--- config.mk ---
export PLATFORM = sky130hd
export DESIGN_NAME = fsm_result_collector
export DESIGN_NICKNAME = d
export VERILOG_FILES = /design/src/rtl/fsm_collect_pkg.sv /design/src/rtl/result_word_fifo.sv /design/src/rtl/fsm_result_collector.sv
export SDC_FILE = /design/constraint.sdc
export NUM_CORES = 1
export LEC_CHECK = 0
export CORE_AREA = 4 4 158 145
export CTS_BUF_LIST = sky130_fd_sc_hd__clkbuf_2
export DETAILED_ROUTE_END_ITERATION = 12
export DIE_AREA = 0 0 162 149
export GPL_ROUTABILITY_DRIVEN = 0
export GPL_TIMING_DRIVEN = 0
export PLACE_DENSITY = 0.67
export SLEW_MARGIN = 30
export SYNTH_ARGS = -nofsm -noshare
export SYNTH_HDL_FRONTEND = slang
export SYNTH_SLANG_ARGS = --single-unit
--- constraint.sdc ---
create_clock -name clk -period 8.2 [get_ports clk]
set_input_delay 1.64 -clock clk [delete_from_list [all_inputs] [get_ports clk]]
set_output_delay 1.64 -clock clk [all_outputs]
set_load 0.01 [all_outputs]
--- src/rtl/fsm_collect_pkg.sv ---
`default_nettype none
// ============================================================================
// Module      : fsm_collect_pkg
// Description : Shared types and constants for the nibble-serial result
//               collector: assembly FSM state encoding, default frame length
//               and counter width helper.
// Revision    : 1.0 - initial release
// ============================================================================
package fsm_collect_pkg;

  // Assembly FSM states
  typedef enum logic [0:0] {
    IDLE     = 1'b0,
    ASSEMBLE = 1'b1
  } collect_state_t;

  // Default nibbles per frame (64-bit word, 4-bit nibbles)
  localparam int NIBBLES = 16;

  // Nibble counter width for the default frame length
  localparam int CNT_W = $clog2(NIBBLES);

  // Counter width for an arbitrary frame length, never narrower than 1 bit
  function automatic int cnt_width(input int nibbles);
    return (nibbles > 1) ? $clog2(nibbles) : 1;
  endfunction

endpackage
`default_nettype wire

--- src/rtl/result_word_fifo.sv ---
`default_nettype none
// ============================================================================
// Module      : result_word_fifo
// Description : Small synchronous FIFO for completed result words. Pointers
//               carry one extra wrap bit so full and empty are distinguished.
//               A push while full is accepted only if a pop happens in the
//               same cycle. Head data reads as zero when empty.
// Revision    : 1.0 - initial release
// ============================================================================
module result_word_fifo #(
  parameter int WIDTH = 64,
  parameter int DEPTH = 2
) (
  input  logic             clk,
  input  logic             rst,
  input  logic             push,
  input  logic [WIDTH-1:0] push_data,
  input  logic             pop,
  output logic             full,
  output logic             empty,
  output logic [WIDTH-1:0] head_data
);

  localparam int c_aw = $clog2(DEPTH);

  logic [WIDTH-1:0] r_mem [DEPTH];
  logic [c_aw:0]    r_wr_ptr;
  logic [c_aw:0]    r_rd_ptr;
  logic             w_full;
  logic             w_empty;
  logic             w_do_push;
  logic             w_do_pop;

  assign w_empty   = (r_wr_ptr == r_rd_ptr);
  assign w_full    = (r_wr_ptr[c_aw] != r_rd_ptr[c_aw]) &&
                     (r_wr_ptr[c_aw-1:0] == r_rd_ptr[c_aw-1:0]);
  assign w_do_pop  = pop && !w_empty;
  assign w_do_push = push && (!w_full || w_do_pop);

  // Read and write pointers, each with a wrap bit
  always_ff @(posedge clk) begin
    if (rst) begin
      r_wr_ptr <= '0;
      r_rd_ptr <= '0;
    end else begin
      if (w_do_push) r_wr_ptr <= r_wr_ptr + 1'b1;
      if (w_do_pop)  r_rd_ptr <= r_rd_ptr + 1'b1;
    end
  end

  // Storage array; contents are don't-care while empty, so no reset needed
  always_ff @(posedge clk) begin
    if (w_do_push) r_mem[r_wr_ptr[c_aw-1:0]] <= push_data;
  end

  assign full      = w_full;
  assign empty     = w_empty;
  assign head_data = w_empty ? '0 : r_mem[r_rd_ptr[c_aw-1:0]];

endmodule
`default_nettype wire

--- src/rtl/fsm_result_collector.sv ---
`default_nettype none
// ============================================================================
// Module      : fsm_result_collector
// Description : Reassembles nibble-serial FSM results into N-bit words,
//               buffers them in a small FIFO with a valid/ready output,
//               flags truncated frames and dropped words, counts frames.
//               Optional macro FSM_COLLECT_XSUM_EN adds a per-word XOR
//               checksum of the frame's nibbles on res_xsum.
// Revision    : 1.0 - initial release
// ============================================================================
module fsm_result_collector
  import fsm_collect_pkg::*;
#(
  parameter int N       = 64,
  parameter int N_width = 4,
  parameter int DEPTH   = 2
) (
  input  logic               clk,
  input  logic               rst,
  input  logic               nib_valid,
  input  logic [N_width-1:0] nib_data,
  output logic               res_valid,
  input  logic               res_ready,
  output logic [N-1:0]       res_data,
  output logic [N_width-1:0] res_xsum,
  output logic               frame_err,
  output logic               overflow,
  input  logic               clr_flags,
  output logic [7:0]         frames_done
);

  localparam int c_nibbles = N / N_width;
  localparam int c_cnt_w   = (c_nibbles == NIBBLES) ? CNT_W : cnt_width(c_nibbles);
  localparam logic [c_cnt_w-1:0] c_last = c_cnt_w'(c_nibbles - 1);
`ifdef FSM_COLLECT_XSUM_EN
  localparam int c_fifo_w = N + N_width;
`else
  localparam int c_fifo_w = N;
`endif

  collect_state_t      r_state;
  collect_state_t      w_state_next;
  logic [c_cnt_w-1:0]  r_cnt;
  logic [c_cnt_w-1:0]  w_cnt_next;
  logic [N-1:0]        r_word;
  logic [N-1:0]        w_word;
  logic                w_push;
  logic                w_abort;
  logic                w_pop;
  logic                w_push_ok;
  logic                w_fifo_full;
  logic                w_fifo_empty;
  logic [c_fifo_w-1:0] w_fifo_in;
  logic [c_fifo_w-1:0] w_fifo_head;
  logic                r_frame_err;
  logic                r_overflow;
  logic [7:0]          r_frames_done;

  // State register
  always_ff @(posedge clk) begin
    if (rst) r_state <= IDLE;
    else     r_state <= w_state_next;
  end

  // Next state, next count, push/abort strobes
  always_comb begin
    w_state_next = r_state;
    w_cnt_next   = r_cnt;
    w_push       = 1'b0;
    w_abort      = 1'b0;
    case (r_state)
      IDLE: begin
        if (nib_valid) begin
          w_state_next = ASSEMBLE;
          w_cnt_next   = c_cnt_w'(1);
        end
      end
      ASSEMBLE: begin
        if (nib_valid) begin
          if (r_cnt == c_last) begin
            w_push       = 1'b1;
            w_cnt_next   = '0;
            w_state_next = IDLE;
          end else begin
            w_cnt_next = r_cnt + 1'b1;
          end
        end else begin
          w_abort      = 1'b1;
          w_cnt_next   = '0;
          w_state_next = IDLE;
        end
      end
      default: begin
        w_state_next = IDLE;
        w_cnt_next   = '0;
      end
    endcase
  end

  // Current word with this cycle's nibble merged in; count is 0 in IDLE
  always_comb begin
    w_word = r_word;
    w_word[int'(r_cnt)*N_width +: N_width] = nib_data;
  end

  // Nibble counter and partial word; an abort discards the partial word
  always_ff @(posedge clk) begin
    if (rst || w_abort) begin
      r_cnt  <= '0;
      r_word <= '0;
    end else begin
      r_cnt <= w_cnt_next;
      if (nib_valid) r_word <= w_word;
    end
  end

`ifdef FSM_COLLECT_XSUM_EN
  logic [N_width-1:0] r_xsum;
  logic [N_width-1:0] w_xsum;

  // Running XOR restarts with the first nibble of each frame
  always_comb begin
    w_xsum = ((r_state == IDLE) ? '0 : r_xsum) ^ nib_data;
  end

  // Running XOR register, cleared on abort
  always_ff @(posedge clk) begin
    if (rst || w_abort) r_xsum <= '0;
    else if (nib_valid) r_xsum <= w_xsum;
  end

  assign w_fifo_in             = {w_xsum, w_word};
  assign {res_xsum, res_data}  = w_fifo_head;
`else
  assign w_fifo_in = w_word;
  assign res_data  = w_fifo_head;
  assign res_xsum  = '0;
`endif

  assign res_valid = !w_fifo_empty;
  assign w_pop     = res_valid && res_ready;
  // A full FIFO still takes the word when the head leaves in the same cycle
  assign w_push_ok = w_push && (!w_fifo_full || w_pop);

  result_word_fifo #(
    .WIDTH (c_fifo_w),
    .DEPTH (DEPTH)
  ) u_fifo (
    .clk       (clk),
    .rst       (rst),
    .push      (w_push),
    .push_data (w_fifo_in),
    .pop       (w_pop),
    .full      (w_fifo_full),
    .empty     (w_fifo_empty),
    .head_data (w_fifo_head)
  );

  // Sticky flags (set beats clear) and wrapping frame counter
  always_ff @(posedge clk) begin
    if (rst) begin
      r_frame_err   <= 1'b0;
      r_overflow    <= 1'b0;
      r_frames_done <= '0;
    end else begin
      if (w_abort)        r_frame_err <= 1'b1;
      else if (clr_flags) r_frame_err <= 1'b0;
      if (w_push && !w_push_ok) r_overflow <= 1'b1;
      else if (clr_flags)       r_overflow <= 1'b0;
      if (w_push_ok) r_frames_done <= r_frames_done + 8'd1;
    end
  end

  assign frame_err   = r_frame_err;
  assign overflow    = r_overflow;
  assign frames_done = r_frames_done;

endmodule
`default_nettype wire

==> results.tsv <==
stage	metric	value	unit
worst_setup_path	cp.arrival	3.33	ns
drt	drt-pass1-iter-count	5	
global_route	grt_max_degree	22	
drt	met2_length	9303	um
worst_setup_path	critPathMaxFanout	10	
placed_design	hpwl	14550	um
pwr	power_density	164.8	nW/um2
drt	viasPerCell	5.016	
yosys	synth_cells	795	
worst_setup_path	crit_slowest_cell	clkbuf_1	
clocking	ctsResizeCount	0	
floorplanning	ioPinCount	88	
worst_setup_path	worstPathRequired	6.56	ns
clocking	clkTransAtPathRegs	0.11	ns
final_layout	fin_nets	953	
timing	tns	0	ns
drt	ant_nets	0	
worst_setup_path	worstSetupPathType	reg2out	
worst_hold_path	hold_path.class	reg2reg	
floorplanning	die_w	162	um
drt	wl_per_cell	16.43	um
yosys	synth_top_area_share	40.63	%
clocking	cts_buffers	51	
clocking	clock_tree.root_cell	clkbuf_2	
worst_setup_path	crit_family	buffers and inverters	
placed_design	numPortBuffers	83	
drt	wl	20920	um
global_route	grt_util_all_layers	17.26	%
clocking	postCtsSetupBuffers	0	
clocking	clock_sinks	212	
yosys	yosys.cell_types.count	51	
timing	relSlewSlack	41.37	%
clocking	cts_hold_buf	0	
worst_setup_path	path_buf_inv	3	
pwr	leakagePower	0.003850	uW
final_layout	regArea	5525	um2
yosys	async_reset_ff_share	0	%
final_layout	drive_above_1_share	19.06	%
timing	rsz0062_at_grt	false	
yosys	yosysSeqAreaShare	58.40	%
drt	highest_layer	met4	
clocking	clk_latency	0.80	ns
yosys	synth_area_leaders	edfxtp_1 41%, dfxtp_1 18%, mux2i_1 11%	
final_layout	multiInputGateArea	3702	um2
drt	via_count	6385	
timing	layout_setup_ws	3.232	ns
floorplanning	fp.dieH	149	um
timing	slew_violations	0	
timing	skew	0.04862	ns
yosys	ys_ff_latch	212	
drt	drt_iter0_drc	280	
worst_setup_path	crit_path_max_incr_delay	0.60	ns
pwr	vdd_drop_max	0.09134	mV
clocking	cts_buffer_depth	3	
yosys	synth_area_leader_cell	edfxtp_1	
timing	max_freq	201.3	MHz
floorplanning	fp.dieArea	24140	um2
final_layout	fillers	1936	
timing	post-route-period-util	60.58	%
run_status	outcome	finished clean	
worst_setup_path	startpoint_type	flip-flop	
yosys	synth-edff-count	128	
run	cap_violations	0	
placed_design	pre_cts_slack	3.988	ns
global_route	grt_overflow	0	
timing	hold_viol	0	
global_route	grt_pass1_wl	33020	um
yosys	syn_area	9460	um2
timing	fin_hold_ws	0.4578	ns
clocking	cts_tree	built	
worst_setup_path	path_cells	xor2_1 > nor2_1 > clkbuf_1 > clkbuf_1 > nor2_1 > clkdlybuf4s50_1	
floorplanning	start_util	44.39	%
timing	min_period	4.968	ns
timing	worst_pin_slew	0.8794	ns
placed_design	place_area	10850	um2
global_route	antenna_found_initial	1	
final_layout	fin_area	11310	um2
yosys	ys.flop_type	edfxtp_1	
final_layout	syn_to_final_growth	19.55	%
drt	drc	0	
worst_setup_path	crit_path_end_kind	primary output	
drt	met3WireLength	1182	um
floorplanning	rows	51	
timing	setup_viol	0	
clocking	htreeDepth	2	
global_route	grt_pass1_vias	6334	
floorplanning	core-area	21310	um2
drt	wl_met1	10060	um
yosys	syn_avg_cell_area	11.90	um2
yosys	ys_warn_count	0	
-- per-stage QoR --
stage	total power [uW]	utilization, %	std cells
after global routing	1956	53.06	1273
after detailed placement	1222	50.89	1178
after floorplan	1193	-	798
final	1864	53.06	1273
after global placement	1222	50.05	1172
after CTS	1888	53.05	1272
-- registers in the layout, indices dropped and copies added, names as in the netlist, named ones only --
name             flops
frames_done          8
r_cnt                4
u_fifo.r_rd_ptr      2
r_state              1
frame_err            1
u_fifo.r_mem       128
u_fifo.r_wr_ptr      2
overflow             1
r_word              64
-- final timing paths --
check                                        start             endpoint  slack (ns)  cells past startpoint
worst max-delay path            u_fifo.r_wr_ptr[0]         res_data[35]        3.23                      6
worst max register to register            r_cnt[0]  u_fifo.r_mem[1][38]        4.67                      8
worst min-delay path                    r_word[41]           r_word[41]        0.46                      2
worst min register to register          r_word[41]           r_word[41]        0.46                      2
-- worst reg2reg max path, stage by stage, from the launching register on --
cell	delay, ns
dfxtp_1	0.46
clkbuf_1	0.40
clkbuf_1	0.37
inv_1	0.12
ha_1	0.31
xnor2_1	0.57
nand2b_1	0.22
nor2_1	0.40
mux2_2	0.43
-- per-layer routing --
layer	vias to the layer above	track usage, %
met3	28	3.979
met4	0	5.877
met5	-	0
met1	3014	24.30
li1	3169	-
met2	174	26.53
-- cell usage after synthesis (all sizes together), types with 4 or more instances --
cell type  instances
o21ai             32
a21oi             17
nor3              10
clkbuf            31
and3              10
buf               19
ha                 4
mux2              64
xnor2              4
nor2              97
nand3             40
xor2               7
nor4b              4
or3                7
and2              16
mux2i            105
inv                9
edfxtp           128
nand2             69
dfxtp             84
-- cells by family (layout without fill, tap and decap cells) --
kind of cell,after synthesis,after routing,synth area share (%)
multiplexers,169,169,18.73
buffers and inverters,59,242,2.738
AO/OA/AOI/OAI,63,63,4.325
other,1,5,0.03964
adder cells (fa/ha/maj),4,4,0.5291
AND/OR/NAND/NOR,276,276,14.22
flip-flops,212,212,58.40
XOR/XNOR,11,11,1.018
-- final cells by class --
cell class / count / area share, %
clock inverters: 8 / 0.2655
flip-flops and latches: 212 / 48.85
well taps: 291 / 3.219
diodes: 1 / 0.02213
clock buffers: 86 / 3.806
inverters: 9 / 0.2987
multi-input cells: 527 / 32.74
repair buffers: 89 / 8.806
plain buffers: 50 / 1.991
-- power breakdown --
part           internal, uW  switching (uW)
clock                   270             395
combinational          25.6            53.6
sequential             1120            1.76
total                  1410             450
-- cell usage in the layout (no fill, tap or decap), types with 15 or more instances in the layout --
cell / Yosys / layout
dfxtp_1: 84 / 84
a21oi_1: 17 / 17
nor2_1: 95 / 93
edfxtp_1: 128 / 128
clkbuf_1: 30 / 30
o21ai_0: 32 / 32
nand3_1: 40 / 40
mux2_2: 64 / 64
and2_1: 15 / 15
nand2_1: 69 / 69
mux2i_1: 105 / 105
clkbuf_2: 0 / 86
clkdlybuf4s50_1: 0 / 83
(Power assumes the default switching activity.)
